$ cat config.mk
export PLATFORM = sky130hd
export DESIGN_NAME = scroll_controller
export DESIGN_NICKNAME = d
export VERILOG_FILES = /design/src/rtl/scroll_controller.sv
export SDC_FILE = /design/constraint.sdc
export NUM_CORES = 1
export LEC_CHECK = 0
export CAP_MARGIN = 20
export CORE_UTILIZATION = 42
export CTS_CLUSTER_SIZE = 25
export DETAILED_ROUTE_END_ITERATION = 12
export MAX_ROUTING_LAYER = met4
export PLACE_DENSITY_LB_ADDON = 0.08
export SYNTH_ARGS = -nofsm -noshare
export SYNTH_HDL_FRONTEND = slang
export SYNTH_SLANG_ARGS = --single-unit
$ cat constraint.sdc
create_clock -name clk -period 5.97 [get_ports clk]
set_input_delay 1.194 -clock clk [delete_from_list [all_inputs] [get_ports clk]]
set_output_delay 1.194 -clock clk [all_outputs]
set_load 0.02 [all_outputs]
$ cat src/rtl/scroll_controller.sv
// scroll_controller
//
// Owns the scroll origin (first_char) of the 80x24 character buffer. It also
// issues the buffer writes that blank rows for scrolling and the whole buffer
// for clearing. A combinational translator maps a visible row index to the
// buffer address of that row's column 0, taking the circular origin into
// account.
//
// Optional feature macro: SCROLL_DOWN_EN
//   Defined:   the scroll_down port and the reverse-scroll path exist.
//   Undefined: only clear and scroll_up exist.
//
// Ports:
//   clk            in   system clock
//   reset          in   synchronous, active-high reset
//   clear          in   request: blank the whole buffer and home the origin
//   scroll_up      in   request: advance origin one row, blank new bottom row
//   scroll_down    in   request: retreat origin one row, blank new top row
//                       (present only with SCROLL_DOWN_EN)
//   busy           out  fill in progress; requests are ignored while high
//   first_char     out  buffer address of the top-left visible character
//   buffer_address out  char buffer write address
//   buffer_data    out  char buffer write data (always FILL_CHAR)
//   buffer_write   out  char buffer write enable
//   row            in   row index to translate
//   row_address    out  buffer address of column 0 of row

module scroll_controller #(
  parameter int              ROWS          = 24,
  parameter int              COLS          = 80,
  parameter int              ROW_BITS      = 5,
  parameter int              ADDR_BITS     = 11,
  parameter int              PAST_LAST_ROW = ROWS * COLS,
  parameter logic [7:0]      FILL_CHAR     = 8'h20
) (
  input  logic                 clk,
  input  logic                 reset,
  input  logic                 clear,
  input  logic                 scroll_up,
`ifdef SCROLL_DOWN_EN
  input  logic                 scroll_down,
`endif
  output logic                 busy,
  output logic [ADDR_BITS-1:0] first_char,
  output logic [ADDR_BITS-1:0] buffer_address,
  output logic [7:0]           buffer_data,
  output logic                 buffer_write,
  input  logic [ROW_BITS-1:0]  row,
  output logic [ADDR_BITS-1:0] row_address
);

  localparam int                   AW1     = ADDR_BITS + 1;
  localparam logic [ADDR_BITS-1:0] COLS_A  = ADDR_BITS'(COLS);
  localparam logic [ADDR_BITS-1:0] PAST_A  = ADDR_BITS'(PAST_LAST_ROW);
  localparam logic [ADDR_BITS-1:0] LAST_A  = ADDR_BITS'(PAST_LAST_ROW - 1);
  localparam logic [ADDR_BITS-1:0] BOTTOM_A = ADDR_BITS'(PAST_LAST_ROW - COLS);

  typedef enum logic {
    IDLE,
    FILL
  } state_t;

  state_t                 state;
  logic [ADDR_BITS-1:0]   fill_end;
  logic [ADDR_BITS-1:0]   up_origin;

  assign buffer_data = FILL_CHAR;

  // Origin after a scroll up; wraps to 0 once it would leave the buffer.
  always_comb begin
    up_origin = first_char + COLS_A;
    if (up_origin == PAST_A) begin
      up_origin = '0;
    end
  end

`ifdef SCROLL_DOWN_EN
  logic [ADDR_BITS-1:0] down_origin;

  // Origin after a scroll down; from the top it wraps to the last row start.
  always_comb begin
    if (first_char == '0) begin
      down_origin = BOTTOM_A;
    end else begin
      down_origin = first_char - COLS_A;
    end
  end
`endif

  // buffer_address doubles as the fill pointer; fill_end is the last
  // address to write, so the fill stops right after presenting it.
  always_ff @(posedge clk) begin
    if (reset) begin
      state          <= IDLE;
      busy           <= 1'b0;
      buffer_write   <= 1'b0;
      buffer_address <= '0;
      first_char     <= '0;
      fill_end       <= '0;
    end else begin
      case (state)
        IDLE: begin
          if (clear) begin
            first_char     <= '0;
            buffer_address <= '0;
            fill_end       <= LAST_A;
            busy           <= 1'b1;
            buffer_write   <= 1'b1;
            state          <= FILL;
          end else if (scroll_up) begin
            first_char     <= up_origin;
            buffer_address <= first_char;
            fill_end       <= first_char + COLS_A - 1'b1;
            busy           <= 1'b1;
            buffer_write   <= 1'b1;
            state          <= FILL;
          end
`ifdef SCROLL_DOWN_EN
          else if (scroll_down) begin
            first_char     <= down_origin;
            buffer_address <= down_origin;
            fill_end       <= down_origin + COLS_A - 1'b1;
            busy           <= 1'b1;
            buffer_write   <= 1'b1;
            state          <= FILL;
          end
`endif
        end
        FILL: begin
          if (buffer_address == fill_end) begin
            busy         <= 1'b0;
            buffer_write <= 1'b0;
            state        <= IDLE;
          end else begin
            buffer_address <= buffer_address + 1'b1;
          end
        end
        default: begin
          state        <= IDLE;
          busy         <= 1'b0;
          buffer_write <= 1'b0;
        end
      endcase
    end
  end

  logic [AW1-1:0] row_sum;

  // The sum is one bit wider so an origin near the bottom plus a large row
  // offset cannot overflow before the single wrap subtraction.
  always_comb begin
    row_sum = {1'b0, first_char} + AW1'(row) * AW1'(COLS);
    if (row_sum >= AW1'(PAST_LAST_ROW)) begin
      row_sum = row_sum - AW1'(PAST_LAST_ROW);
    end
    if (row >= ROW_BITS'(ROWS)) begin
      row_address = first_char;
    end else begin
      row_address = row_sum[ADDR_BITS-1:0];
    end
  end

endmodule

==> results by stage, run 1 <==
GRT:
- The total global-route track usage is 22.2%.
- The via count of the first global-routing pass is 2092.
- The remaining global-route overflow is 0.
- The initial antenna violation count came to 0.
- Entering global routing, the biggest net connects 34 pins.
- The first global-routing pass estimated 10.3 mm of wire.

Cells and area:
- At the end of the flow the core is filled with cells to 53.0%.
- Relative to the synthesized area, the layout overhead comes to 22.1%.
- The final layout contains 373 nets.
- The cell area after layout is 2900 um^2.
- The number of fill cells is 538.
- 0 antenna diodes ended up in the layout.
- The area used by multi-input combinational logic is 1630 um^2.
- Cells with a size suffix above 1 make up 9.83% of the layout.
- Summing all flip-flop and latch instances after layout gives 581 um^2.

Die:
- The area inside the core boundary is 5470 um^2.
- For this design the top-level I/O count stands at 52.
- The count of standard-cell rows is 27.
- The width of the die is 77.2 um.
- Measured along the y axis, the die boundary spans 77.2 um.
- For this configuration, the core starts out at a cell density of 43.4%.
- The die area is 5960 um^2.

Setup path:
- The required time of the critical path is 4.78 ns.
- The largest driver fanout on the critical path is 4.
- The nature of the critical path endpoint is a primary output.
- The launching element type of the critical path is an input pin.
- For the worst setup path, the data arrival time is 4.56 ns.
- The startpoint-to-endpoint class of the critical path is input pin to primary output.

Drt:
- The count of nets left with antenna violations after detail routing is 0.
- After detailed routing, the number of remaining DRC violations is 0.
- Across all layers, the routed design uses 2286 vias.
- After the first detailed-routing iteration, the DRC count stood at 94.
- In the final routed layout, each cell accounts on average for 14.6 um.
- For this block, the routed nets add up to 6.09 mm of wire.
- The average vias per placed instance is 5.47.
- The first TritonRoute pass finished after 6 iterations.

Place:
- At the end of routability-driven placement, the weighted congestion stood at 0.921.
- The count of input and output buffers is 35.
- The wire-length estimate of the detail-placed layout is 4.41 mm.
- The total placed instance area is 2780 um^2.

Synth:
- Synthesis inferred 29 register bits.
- Dividing the synthesized area by the synthesized cell count gives 7.82 um^2.
- In this run the cell area of the synthesized design comes to 2380 um^2.
- The share of synthesized registers carrying an async set or reset is 0%.
- The portion of the post-synthesis area used by sequential elements is 24.4%.
- After technology mapping, the gate count stands at 304.
- During synthesis, Yosys emitted a total of 0 warnings.
- The number of flops mapped to enable cells by yosys is 0.
- The dominant synthesized flop cell is dfxtp_1.
- The number of different library cells in the post-synthesis netlist is 56.

CTS:
- The number of buffers inserted for hold repair after clock tree synthesis is 0.
- The deepest clock path buffer count is 2.
- Clock-pin slew was measured on the worst setup and hold paths at 0.07 ns.
- Clock tree synthesis inserted a total of 5 buffers.
- The tree is rooted in a clkbuf_8.
- TritonCTS built the clock tree.
- The clock sink count is 29.
- The CTS H-tree depth is 2.
- The later-pin clock latency in the skew report is 0.28 ns.

STA:
- On the final layout, the worst clock skew is 0.00580 ns.
- The pin slew with the least headroom to its limit is 0.667 ns.
- The total count of hold-check failures in the final report was 0.
- Timing would allow up to 174 MHz.
- The worst pin sits at a relative slew slack of 55.3%.
- The final count of negative-setup-slack endpoints is 0.
- The clock period could shrink to 5.76 ns.
- Setup repair after global routing left no endpoint under its margin.
- The final worst-path cycle share is 96.4%.
- The total count of max-transition violations in the final report is 0.

Power:
- The total power is 640 uW.
- For this design the static power due to leakage is 0.00116 uW.
- The total power divided by cell area is 221 nW/um^2.
- Across the VDD grid, the largest voltage drop is 0.125 mV.

Worst hold path:
- The class of the worst hold path is register to register.

Outcome:
- The flow ran to the end, and the final reports show no timing, DRC or antenna violations.

Job:
- The reported max-cap violation count is 0.
where the power goes:
group	internal [uW]	total (uW)	switching, uW	leakage [uW]
clock network	125	209	84.3	0.0000543
logic	90.1	211	121	0.000870
registers	204	219	14.8	0.000238
total	419	640	220	0.00116
cell families (layout without fill, tap and decap cells):
group                    Yosys count  after routing  synth area share [%]
XOR/XNOR                          25             25                  9.22
AO/OA/AOI/OAI                     80             80                  22.4
other                              2             16                 0.316
AND/OR/NAND/NOR                  107            107                  22.4
adder cells (fa/ha/maj)           19             19                  10.6
buffers and inverters             39             67                  9.32
multiplexers                       3              3                  1.32
flip-flops                        29             29                  24.4
stage by stage:
| step | hold slack (ns) | TNS (ns) | setup WS [ns] | instances |
|---|---|---|---|---|
| floorplan | 0.462 | 0 | 0.765 | 318 |
| global placement | 0.469 | -0.455 | -0.165 | 408 |
| detailed placement | 0.489 | -0.492 | -0.166 | 408 |
| CTS | 0.502 | 0 | 0.102 | 416 |
| global route | 0.533 | 0 | 0.0155 | 418 |
| finish | 0.496 | 0 | 0.214 | 418 |
state kept, by name, summed over array words and instances (netlist names):
name            cells
buffer_address     11
buffer_write        1
state               1
first_char          7
fill_end            9
cell usage in the layout, fill, tap and decap left out, drive strengths merged, types with 2 or more instances in the layout:
master / synthesis / routed
o31ai: 3 / 3
nor2: 36 / 36
mux2i: 2 / 2
xnor2: 17 / 17
fa: 2 / 2
ha: 17 / 17
o22ai: 3 / 3
and2: 2 / 2
or3: 3 / 3
a221oi: 2 / 2
o21a: 3 / 3
a22oi: 4 / 4
nor2b: 4 / 4
a31oi: 5 / 5
o211ai: 2 / 2
nor3: 12 / 12
a211oi: 2 / 2
nand3: 8 / 8
a21o: 4 / 4
dfxtp: 29 / 29
nand2b: 4 / 4
a21oi: 23 / 23
and3b: 2 / 2
nand4: 6 / 6
buf: 22 / 15
inv: 9 / 9
nor4: 2 / 2
clkbuf: 8 / 8
and3: 3 / 3
nand2: 19 / 19
a311oi: 5 / 5
xor2: 8 / 8
clkdlybuf4s50: 0 / 31
conb: 2 / 16
o21ai: 16 / 16
o41ai: 2 / 2
Yosys cell counts (all sizes together), types with 9 or more instances:
| library cell | n | area [um^2] |
|---|---|---|
| a21oi | 23 | 115 |
| buf | 22 | 158 |
| dfxtp | 29 | 581 |
| ha | 17 | 213 |
| inv | 9 | 33.8 |
| nand2 | 19 | 71.3 |
| nor2 | 36 | 135 |
| nor3 | 12 | 65.1 |
| o21ai | 16 | 80.1 |
| xnor2 | 17 | 149 |
critical path: stages:
cell,delay (ns)
clkdlybuf4s50_1,0.56
ha_1,0.27
ha_1,0.23
fa_1,0.40
xor2_1,0.16
ha_1,0.29
buf_4,0.15
a311oi_1,0.24
o211ai_1,0.17
nand4_1,0.20
a21oi_1,0.09
o31ai_1,0.23
dlygate4sd2_1,0.37
per-layer routing:
metal | GRT usage (%) | share of wire, % | vias up
li1 | - | - | 1148
met1 | 27.2 | 46 | 1058
met2 | 37.3 | 48 | 72
met3 | 2.98 | 4.5 | 8
met4 | 6.98 | 1.5 | 0
met5 | - | 0 | -
final timing paths:
| kind | start | cells past startpoint | slack [ns] | endpoint |
|---|---|---|---|---|
| worst max-delay path | row[3] | 13 | 0.21 | row_address[8] |
| worst min-delay path | buffer_write | 2 | 0.50 | buffer_write |
| worst max register to register | first_char[5] | 7 | 3.67 | first_char[10] |
| worst min register to register | buffer_write | 2 | 0.50 | buffer_write |
final cells by class:
| cell class | instances | share of cell area, % |
|---|---|---|
| Inverter | 9 | 1.16 |
| Tap cell | 72 | 3.11 |
| Timing Repair Buffer | 50 | 15.4 |
| Clock buffer | 5 | 2.37 |
| Sequential cell | 29 | 20.0 |
| Clock inverter | 3 | 1.60 |
| Multi-Input combinational cell | 250 | 56.3 |
timing repair:
action,4_1_cts,5_1_grt
endpoints found under the hold margin,0,0
resized for setup,4,8
buffers inserted,0,1
setup endpoints to repair,4,4
pin swaps,0,1
Note: power is estimated with default switching activity, not from simulation.
==> run 2, diff against run 1 <==
- CTS_CLUSTER_SIZE: 25 -> default
==> results of run 2 <==
Final layout, timing and power as in run 1 (identical DEF).
==> run 3, diff against run 2 <==
- CORE_MARGIN: default -> 5
==> run 3 against run 2 <==
Critical path type unchanged; via count decreased by 1.0%; setup slack improved by 0.021 ns; cell area shrank 0.43%; critical endpoint is now row_address[10]; non-clock buffer count up 2.
==> results by stage, run 3 (same netlist as run 1, synthesis figures left out) <==
Outcome:
- The run finished with clean final reports.

CTS:
- The CTS H-tree depth is 2.
- The clock slew seen by the registers of the worst setup and hold paths is 0.07 ns.
- For the worst-skew pair, the clock arrives at the later sink with an insertion delay of 0.29 ns.
- The clock sink count is 29.
- The number of hold buffers added after CTS was 0.
- The total clock buffers created by CTS is 5.
- The clock tree from TritonCTS is yes.
- The root cell of the clock tree is clkbuf_8.
- The clock passes through at most 2 buffers.

STA:
- The achievable clock frequency is 174 MHz.
- The total count of max-transition violations in the final report is 0.
- After layout, the minimum clock period comes to 5.74 ns.
- In the post-route analysis, the smallest setup slack over all paths is 0.235 ns.
- At the pin with the least slew margin, the transition time is 1.04 ns.
- The setup TNS is 0 ns.
- Setup violations remaining at the end of the flow were counted as 0.
- Setup repair after global routing left no endpoint under its margin.
- The final worst-path cycle share is 96.1%.
- In this run the tightest slew margin relative to its limit is 30.1%.
- The total count of hold-check failures in the final report was 0.
- Across the routed clock network, the largest skew measured is 0.00844 ns.

Die:
- The number of placed I/O pins is 52.
- From left edge to right edge, the die measures 85.2 um.
- The count of standard-cell rows is 27.
- The core region is 5510 um^2.
- The initial cell density of the core is 43.1%.
- The die area is 7260 um^2.
- The die is 85.2 um tall.

Cells and area:
- The number of standard cells in the final layout excluding fillers is 420.
- After filler insertion, the fill cell instance count of the layout stands at 575.
- The library cells used most frequently in the layout, excluding fill and tap cells, are 36 x nor2_1, 31 x clkdlybuf4s50_1, 29 x dfxtp_1, 23 x a21oi_1, 19 x nand2_1.
- The post-synthesis to final-layout area growth is 21.5%.
- The largest registers in the layout are buffer_address x11, fill_end x9, first_char x7.
- The proportion of layout cells with a drive suffix above 1 is 9.77%.
- After the last flow step, the layout net total stands at 375.
- The library cell used most frequently in the layout, excluding fill and tap cells, is nor2_1.
- The number of antenna diodes in the final layout is 0.
- The number of flip-flops under the largest register name is 11.
- buffer_address holds more flip-flops than any other register.

GRT:
- Global routing used 17.9% of the available tracks.
- The via count of the first global-routing pass is 2176.
- For this run the aggregate overflow at the end of global routing stands at 0.
- The initial antenna violation count came to 0.
- The wire length of the first global-routing pass is 10.3 mm.
- Entering global routing, the biggest net connects 34 pins.

Setup path:
- At the worst endpoint, the arrival time is 4.54 ns.
- The launching element type of the critical path is an input pin.
- Together, buffers and inverters on the worst path number 2.
- The worst setup path startpoint is row[4].
- The cell seen most often among critical-path stages is ha_1.
- The cell depth of the worst flop-to-flop path is 7.
- The required time of the critical path is 4.78 ns.
- The startpoint-to-endpoint class of the critical path is input pin to primary output.
- The worst stage delay on the critical path is 0.44 ns.
- Walking the worst path, the cells encountered are clkdlybuf4s50_1, ha_1, ha_1, a21o_1, a21oi_1, xnor2_1, ha_1, nand4_1, a21oi_1, and3b_1, xnor2_1, or3_1, a31oi_1, dlygate4sd2_1.
- The nature of the critical path endpoint is a primary output.
- The top cell family by delay on the critical path is adder cells.
- The worst register-to-register path begins at first_char[5].
- In this run the worst path has a maximum fanout of 5.
- The critical path runs through a total of 14 cells.
- The slowest stage of the critical path is the clkdlybuf4s50_1 cell.

Drt:
- Once detail routing completed, the nets flagged for antenna violations numbered 0.
- The detailed-route via count is 2263.
- In the final routed layout, each cell accounts on average for 14.8 um.
- The average vias per placed instance is 5.39.
- The detailed router's first-iteration violation count is 100.
- The number of remaining DRC errors is 0.
- After detailed routing, the total wire length is 6.22 mm.
- The detailed-routing iteration count for the pre-antenna-repair pass is 4.

Place:
- Routability-driven placement finished with a final weighted congestion of 0.866.
- The post-place setup slack is -0.120 ns.
- The wire-length estimate of the detail-placed layout is 4.62 mm.
- The placed cell count is 410.
- The count of input and output buffers is 35.

Power:
- The maximum resistive drop on vdd is 0.102 mV.
- The total power divided by cell area is 208 nW/um^2.
- The analysis attributes to cell leakage a power of 0.00115 uW.
- After layout, the design draws a total of 600 uW.

Job:
- The reported max-cap violation count is 0.

Worst hold path:
- The hold-critical path depth is 2.
- The startpoint of the tightest hold check path is fill_end[0].
- The path class of the tightest hold or removal check is register to register.
## run 3: final timing paths
check / end / slack (ns)
worst max-delay path: row_address[10] / 0.23
worst min-delay path: fill_end[0] / 0.51
worst max register to register: first_char[8] / 3.69
worst min register to register: fill_end[0] / 0.51
## run 3: report_power, final
part	switching [uW]	internal (uW)
Clock	87.9	81.7
Combinational	121	89.2
Sequential	15.2	204
Total	224	375
## run 3: area by class of cell
class / count / area [um^2] / area share, %
multi-input cells: 250 / 1630 / 56.3
flip-flops and latches: 29 / 581 / 20.1
repair buffers: 52 / 465 / 16.1
well taps: 72 / 90.1 / 3.12
clock buffers: 5 / 68.8 / 2.38
inverters: 9 / 33.8 / 1.17
clock inverters: 3 / 22.5 / 0.780
## run 3: what timing repair did
action	in CTS	in global routing
endpoints found under the setup margin	4	3
setup buffers	0	2
pin swaps	0	4
gates resized for setup	4	4
## run 3: layer usage
layer | track usage [%] | up-vias | wire length [um]
met5 | - | - | 0
met1 | 21.8 | 1040 | 2910
li1 | - | 1146 | -
met4 | 6.91 | 0 | 154
met3 | 2.62 | 12 | 275
met2 | 29.7 | 65 | 2890
## run 3: per-stage QoR
step	hold slack, ns	util (%)	area [um^2]
after floorplan	0.462	-	2430
after global placement	0.474	50.7	2790
after detailed placement	0.494	50.7	2790
after CTS	0.505	52.3	2880
after global routing	0.523	52.4	2890
final	0.505	52.4	2890
## run 3: worst min-delay path: stages, from the launching register on
cell and delay [ns]:
dfxtp_1 0.33, nor2_1 0.10, nor2_1 0.04
